### src/rtl/bus_arbiter.sv
// Two-master shared-bus arbiter and sequencer for one synchronous single-port memory.
// Serves one master at a time: IDLE -> WAIT (LATENCY cycles) -> GRANT (one-cycle bgrt_ pulse).
module bus_arbiter #(
  parameter int DATA_WIDTH = 32,
  parameter int ADDR_WIDTH = 10,
  parameter int LATENCY    = 1
) (
  input  logic                  clk,
  input  logic                  reset_,
  input  logic                  breq0_,
  input  logic                  memread0,
  input  logic                  memwrite0,
  input  logic [ADDR_WIDTH-1:0] adr0,
  input  logic [DATA_WIDTH-1:0] writedata0,
  output logic                  bgrt0_,
  input  logic                  breq1_,
  input  logic                  memread1,
  input  logic                  memwrite1,
  input  logic [ADDR_WIDTH-1:0] adr1,
  input  logic [DATA_WIDTH-1:0] writedata1,
  output logic                  bgrt1_,
  output logic [DATA_WIDTH-1:0] memdata,
  output logic [ADDR_WIDTH-1:0] mem_adr,
  output logic                  mem_re,
  output logic                  mem_we,
  output logic [DATA_WIDTH-1:0] mem_wdata,
  input  logic [DATA_WIDTH-1:0] mem_rdata,
  output logic                  busy,
  output logic                  owner
);

  typedef enum logic [1:0] {
    S_IDLE  = 2'd0,
    S_WAIT  = 2'd1,
    S_GRANT = 2'd2
  } state_t;

  localparam logic [3:0] LP_WAIT_INIT = 4'(LATENCY - 1);

  state_t r_state;
  state_t w_next;
  logic   r_owner;
  logic   r_last;
  logic   r_write;
  logic [3:0] r_waitcnt;

  logic                  w_req0;
  logic                  w_req1;
  logic                  w_sel;
  logic                  w_owner_req;
  logic [ADDR_WIDTH-1:0] w_adr;
  logic [DATA_WIDTH-1:0] w_wdata;

  assign w_req0      = ~breq0_;
  assign w_req1      = ~breq1_;
  // On contention the master not served last wins; otherwise whoever is asking.
  assign w_sel       = (w_req0 & w_req1) ? ~r_last : w_req1;
  assign w_owner_req = r_owner ? w_req1 : w_req0;
  assign w_adr       = r_owner ? adr1 : adr0;
  assign w_wdata     = r_owner ? writedata1 : writedata0;
  assign owner       = r_owner;

  always_ff @(posedge clk or negedge reset_) begin
    if (!reset_) begin
      r_state <= S_IDLE;
    end else begin
      r_state <= w_next;
    end
  end

  always_ff @(posedge clk or negedge reset_) begin
    if (!reset_) begin
      r_owner   <= 1'b0;
      r_last    <= 1'b1;
      r_write   <= 1'b0;
      r_waitcnt <= '0;
    end else begin
      case (r_state)
        S_IDLE: begin
          if (w_req0 | w_req1) begin
            r_owner   <= w_sel;
            r_write   <= w_sel ? memwrite1 : memwrite0;
            r_waitcnt <= LP_WAIT_INIT;
          end
        end
        S_WAIT: begin
          if (r_waitcnt != 4'd0) begin
            r_waitcnt <= r_waitcnt - 4'd1;
          end
        end
        S_GRANT: begin
          r_last <= r_owner;
        end
        default: begin
        end
      endcase
    end
  end

  always_comb begin
    w_next = r_state;
    case (r_state)
      S_IDLE: begin
        if (w_req0 | w_req1) begin
          w_next = S_WAIT;
        end
      end
      S_WAIT: begin
        if (!w_owner_req) begin
          w_next = S_IDLE;
        end else if (r_waitcnt == 4'd0) begin
          w_next = S_GRANT;
        end
      end
      S_GRANT: w_next = S_IDLE;
      default: w_next = S_IDLE;
    endcase
  end

  always_comb begin
    bgrt0_    = 1'b1;
    bgrt1_    = 1'b1;
    mem_re    = 1'b0;
    mem_we    = 1'b0;
    mem_adr   = '0;
    mem_wdata = '0;
    memdata   = '0;
    busy      = 1'b0;
    case (r_state)
      S_WAIT: begin
        busy      = 1'b1;
        mem_adr   = w_adr;
        mem_wdata = w_wdata;
        mem_re    = ~r_write;
      end
      S_GRANT: begin
        busy      = 1'b1;
        mem_adr   = w_adr;
        mem_wdata = w_wdata;
        if (r_owner) begin
          bgrt1_ = 1'b0;
        end else begin
          bgrt0_ = 1'b0;
        end
        if (r_write) begin
          mem_we = 1'b1;
        end else begin
          memdata = mem_rdata;
        end
      end
      default: begin
      end
    endcase
  end

endmodule
### config.mk
export PLATFORM = sky130hd
export DESIGN_NAME = bus_arbiter
export DESIGN_NICKNAME = d
export VERILOG_FILES = /design/src/rtl/bus_arbiter.sv
export SDC_FILE = /design/constraint.sdc
export NUM_CORES = 1
export LEC_CHECK = 0
export CAP_MARGIN = 10
export CORE_AREA = 2 2 80 82
export CTS_CLUSTER_DIAMETER = 40
export DETAILED_ROUTE_END_ITERATION = 16
export DIE_AREA = 0 0 82 84
export PLACE_DENSITY = 0.94
export REMOVE_ABC_BUFFERS = 1
export SYNTH_ARGS = -nofsm -noshare
export SYNTH_HDL_FRONTEND = slang
export SYNTH_SLANG_ARGS = --single-unit
export TNS_END_PERCENT = 100
### constraint.sdc
create_clock -name clk -period 2.3 [get_ports clk]
set_clock_uncertainty 0.1 [all_clocks]
set_input_delay 0.46 -clock clk [delete_from_list [all_inputs] [get_ports clk]]
set_output_delay 0.46 -clock clk [all_outputs]
set_load 0.1 [all_outputs]
==> flow_metrics.env, run 1 <==
export IMPL_row_count=29
export IMPL_layout_drive_gt1_share_pct=35.4
export IMPL_io_buffers=201
export IMPL_clk_latency_ns=0.24
export IMPL_post_dp_cell_area_um2=4470
export IMPL_ys_ff_latch=9
export IMPL_ys_warn_count=0
export IMPL_tightestPinTransition_ns=0.441
export IMPL_ant_nets=0
export IMPL_grt_pass1_vias=2242
export IMPL_critPathKind="reg -> out"
export IMPL_worst_slack_ns=0.0662
export IMPL_hp_class="reg -> reg"
export IMPL_wire_per_inst_um=16.3
export IMPL_core_area_um2=6100
export IMPL_cts_num_sinks=9
export IMPL_syn_area_per_cell_um2=8.01
export IMPL_syn_to_final_growth_pct=199
export IMPL_fmax_mhz=448
export IMPL_cts_setup_buffers=0
export IMPL_grt_max_degree=44
export IMPL_synth_distinct_cells=31
export IMPL_cap_violations=0
export IMPL_die_y_um=84
export IMPL_antenna_found_initial=0
export IMPL_initial_utilization_pct=25.4
export IMPL_critPathLaunchType="register"
export IMPL_hold_viol=0
export IMPL_numCtsBuffers=3
export IMPL_dp_hpwl_mm=6.16
export IMPL_drtIter0Drc=98
export IMPL_cp_max_fo=32
export IMPL_clkSlewWorstSetupHoldPaths_ns=0.05
export IMPL_min_period_ns=2.23
export IMPL_root_buffer="clkbuf_8"
export IMPL_tns_ns=0
export IMPL_clock_path_buffers=2
export IMPL_wl_met1_mm=2.48
export IMPL_outcome="completed"
export IMPL_via_count=2177
export IMPL_finalInstanceArea_um2=4630
export IMPL_critPathCaptureType="output port"
export IMPL_rsz0062_at_grt="true"
export IMPL_die_width_um=82
export IMPL_worst_hold_slack_ns=0.380
export IMPL_wl_met3_um=902
export IMPL_required_ns=1.74
export IMPL_drtPass1Iterations=4
export IMPL_num_antenna_cells=0
export IMPL_netlist_area_leader_share_pct=27.8
export IMPL_syn_area_um2=1550
export IMPL_synth_async_reset_ratio_pct=100
export IMPL_final_setup_viol_count=0
export IMPL_post_synth_inst_count=193
export IMPL_finalCritPeriodShare_pct=97.1
export IMPL_grt_pass1_wl_mm=11.2
export IMPL_synth_main_ff_cell="dfrtp_1"
export IMPL_grt_use_total_pct=20.6
export IMPL_dieArea_um2=6890
export IMPL_slew_viol_final=0
export IMPL_ys_top_cells_by_count="43 x mux2i_1, 43 x nor2b_1, 33 x and2_1, 8 x dfrtp_1"
export IMPL_vias_per_cell=4.66
export IMPL_synthTopCellsByArea="mux2i_1 28%, nor2b_1 17%, and2_1 13%, dfrtp_1 13%, ha_1 4.0%"
export IMPL_htree_levels=1
export IMPL_pre_cts_slack_ns=0.255
export IMPL_yosysTopAreaCell="mux2i_1"
export IMPL_nNetsFinal=520
export IMPL_arrival_ns=1.67
export IMPL_top_layer="met4"
export IMPL_n_fill_cell=371
export IMPL_synth_edff_count=0
export IMPL_ys_seq_area_share_pct=14.6
export IMPL_gp_congestion=0.830
export IMPL_slew_headroom_pct=70.5
export IMPL_wl_met2_mm=4.07
export IMPL_grt_remaining_overflow=0
export IMPL_wl_mm=7.61
export IMPL_drcViolationCount=0
export IMPL_io_pins=204
export IMPL_cts_tree="done"
==> worst paths after layout <==
path                                end  cells past startpoint  slack (ns)       start
max                          memdata[9]                      6        0.07  r_state[0]
min                              r_last                      2        0.38      r_last
max reg2reg                r_waitcnt[1]                      5        0.64  r_state[0]
min reg2reg                      r_last                      2        0.38      r_last
max in group asynchronous         owner                      1        1.33      reset_
min in group asynchronous  r_waitcnt[1]                      1        0.43      reset_
==> sequential cells by signal, indices dropped and copies added, names as in the netlist <==
name / flops
r_state: 2
owner: 1
r_write: 1
r_waitcnt: 4
r_last: 1
==> through the flow <==
stage,utilization (%),cells
final,75.9,467
after global routing,75.9,467
after CTS,74.1,467
after detailed placement,73.3,463
after global placement,73.3,463
after floorplan,-,179
==> kinds of logic (layout without fill, tap and decap cells) <==
kind of cell	after synthesis	after routing	synth area share (%)
AND/OR/NAND/NOR	93	93	36.9
multiplexers	43	43	27.8
AO/OA/AOI/OAI	22	22	10.3
buffers and inverters	21	218	6.31
flip-flops	9	9	14.6
adder cells (fa/ha/maj)	5	5	4.05
==> area by class of cell <==
cell class	instances	area, µm²	area share [%]
Timing Repair Buffer	207	2900	62.5
Multi-Input combinational cell	163	1340	28.8
Sequential cell	9	230	4.97
Tap cell	77	96.3	2.08
Clock buffer	3	41.3	0.892
Inverter	7	26.3	0.568
Clock inverter	1	5.00	0.108
==> timing repair <==
item                                    CTS  global route
endpoints found under the setup margin    0            74
gates resized for setup                   0            45
hold buffers                              0             0
==> worst max-delay path: stages (launching register included) <==
cell	delay, ns
dfrtp_1	0.38
inv_1	0.10
ha_2	0.23
and2b_1	0.18
buf_12	0.16
and2_1	0.20
buf_12	0.19
==> layout by cell type, fill, tap and decap left out, types with 2 or more instances in the layout <==
cell type / count
nand2_1: 7
clkbuf_8: 3
dfrtp_1: 7
a21oi_1: 4
buf_12: 83
nor2b_2: 37
buf_4: 3
nor2_1: 2
o21ai_1: 3
nand2b_1: 2
a22o_1: 4
and2_1: 29
o21ai_0: 3
ha_1: 4
and2_4: 4
inv_1: 7
nand3_1: 2
mux2i_1: 43
nor2b_1: 5
clkdlybuf4s50_1: 121
==> metal layers <==
| metal | GRT usage, % | vias up |
|---|---|---|
| met4 | 4.55 | 0 |
| met3 | 8.01 | 15 |
| met5 | 0 | - |
| met2 | 39.1 | 137 |
| met1 | 20.5 | 986 |
| li1 | - | 1039 |
Power of run 1 is not shown: default switching activity piles up to over one toggle a cycle in this logic, so the estimate is an artifact.
==> run 2: changes to the inputs <==
- CORE_AREA: 2 2 80 82 -> default
- CORE_MARGIN: default -> 1
- CORE_UTILIZATION: default -> 26
- CTS_CLUSTER_SIZE: default -> 8
- DIE_AREA: 0 0 82 84 -> default
- clock period: 2.3 -> 2.4 ns (I/O delays scaled with it)
==> run 2 against run 1 <==
Against the previous run: critical path depth did not move; clock-buffer cell count did not move; wire length rose by 4.0%; design area shrank 3.1%; sequential cell count is the same; hold slack better by 0.037 ns; via count increased by 2.1%; non-clock buffer count shrank 3; worst setup slack about the same; utilization rose by 4.1 points; critical path type unchanged; critical endpoint is now memdata[27]; largest cell class unchanged.
==> flow_metrics.env, run 2 (synthesis gave the netlist of run 1 again) <==
export IMPL_wl_mm=7.92
export IMPL_finalInstanceArea_um2=4490
export IMPL_initial_utilization_pct=27.6
export IMPL_hold_viol=0
export IMPL_drcViolationCount=0
export IMPL_layout_drive_gt1_share_pct=24.8
export IMPL_crit_path_top_delay_cell="dfrtp_1"
export IMPL_worst_slack_ns=0.0658
export IMPL_max_flop_register="r_waitcnt"
export IMPL_final_common_cell="clkdlybuf4s50_1"
export IMPL_critPathCapture="memdata[27]"
export IMPL_final_setup_viol_count=0
export IMPL_grt_max_degree=47
export IMPL_grt_pass1_wl_mm=12.1
export IMPL_layout_common_cells="121 x clkdlybuf4s50_1, 82 x buf_12, 43 x mux2i_1"
export IMPL_critical_path_cell_chain="inv_1 > ha_2 > and2b_1 > buf_6 > and2_1 > buf_12"
export IMPL_hp_class="reg -> reg"
export IMPL_dp_hpwl_mm=6.42
export IMPL_cts_tree="done"
export IMPL_clkSlewWorstSetupHoldPaths_ns=0.05
export IMPL_vias_per_cell=4.84
export IMPL_cap_violations=0
export IMPL_grt_pass1_vias=2377
export IMPL_cp_depth=6
export IMPL_root_buffer="clkbuf_8"
export IMPL_crit_buf_inv=3
export IMPL_whs_path_depth=2
export IMPL_dieArea_um2=6260
export IMPL_arrival_ns=1.75
export IMPL_slew_headroom_pct=70.3
export IMPL_min_period_ns=2.33
export IMPL_grt_remaining_overflow=0
export IMPL_required_ns=1.82
export IMPL_die_y_um=79.1
export IMPL_nNetsFinal=517
export IMPL_tns_ns=0
export IMPL_post_dp_cell_area_um2=4430
export IMPL_pre_cts_slack_ns=0.264
export IMPL_reg2reg_to="r_waitcnt[1]"
export IMPL_largestRegisters="r_waitcnt (4), r_state (2)"
export IMPL_cts_setup_buffers=0
export IMPL_gp_congestion=0.824
export IMPL_htree_levels=1
export IMPL_critPathCaptureType="output port"
export IMPL_clock_path_buffers=2
export IMPL_wire_per_inst_um=17.2
export IMPL_outcome="completed"
export IMPL_numCtsBuffers=3
export IMPL_fmax_mhz=428
export IMPL_path_delay_family="buffers and inverters"
export IMPL_tightestPinTransition_ns=0.445
export IMPL_io_buffers=201
export IMPL_cp_max_fo=32
export IMPL_die_width_um=79.1
export IMPL_row_count=27
export IMPL_syn_to_final_growth_pct=190
export IMPL_finalCritPeriodShare_pct=97.3
export IMPL_r2r_cells=6
export IMPL_ant_nets=0
export IMPL_grt_use_total_pct=24.9
export IMPL_critPathLaunchType="register"
export IMPL_worstSetupStartpoint="r_state[0]"
export IMPL_drtIter0Drc=58
export IMPL_io_pins=204
export IMPL_core_area_um2=5610
export IMPL_worst_hold_startpoint="r_last"
export IMPL_via_count=2222
export IMPL_slew_viol_final=0
export IMPL_final_core_util_pct=80.0
export IMPL_critPathKind="reg -> out"
export IMPL_clk_latency_ns=0.24
export IMPL_cts_num_sinks=9
export IMPL_antenna_found_initial=0
export IMPL_timing_rr_start="r_waitcnt[0]"
export IMPL_drtPass1Iterations=4
export IMPL_largest_reg_flops=4
export IMPL_reg2reg_slack_ns=0.63
export IMPL_max_stage_delay_ns=0.39
export IMPL_num_antenna_cells=0
[run 2: metal layers]
layer  global-route usage [%]  vias up  routed length (µm)
met3                     8.39       23                 909
met1                     22.5     1004                2490
met4                     8.00        0                 216
li1                         -     1034                   -
met5                        0        -                   0
met2                     50.8      161                4300
[run 2: final cells by class]
| cell class | instances | area [µm²] |
|---|---|---|
| inverter | 7 | 26.3 |
| multi-input combinational | 163 | 1230 |
| fill | 332 | 1120 |
| tap | 72 | 90.1 |
| clock buffer | 3 | 41.3 |
| clock inverter | 1 | 5.00 |
| timing repair buffer | 204 | 2860 |
| sequential | 9 | 228 |
[run 2: worst min-delay path, delay by kind of cell, from the launching register on]
kind | cells | cell delay (ns)
flops | 1 | 0.37
buf+inv | 1 | 0.06
compound gates | 1 | 0.07
[run 2: metrics by stage]
step / instances / hold slack (ns)
6_report: 459 / 0.418
5_1_grt: 459 / 0.470
4_1_cts: 459 / 0.430
3_5_place_dp: 455 / 0.393
3_3_place_gp: 455 / 0.365
2_1_floorplan: 179 / 0.0844
[run 2: worst min-delay path by stage]
stage                      end  slack [ns]
global placement        r_last        0.36
finish                  r_last        0.42
floorplan                owner        0.08
global route        r_state[1]        0.47
detailed placement      r_last        0.39
CTS                     r_last        0.43
[run 2: repair_timing]
item	CTS	global route
hold buffers	0	0
pin swaps	0	0
setup endpoints to repair	3	29
gates cloned	0	0
gates resized for setup	1	4
endpoints found under the hold margin	0	0
Power of run 2 is left out for the same reason.
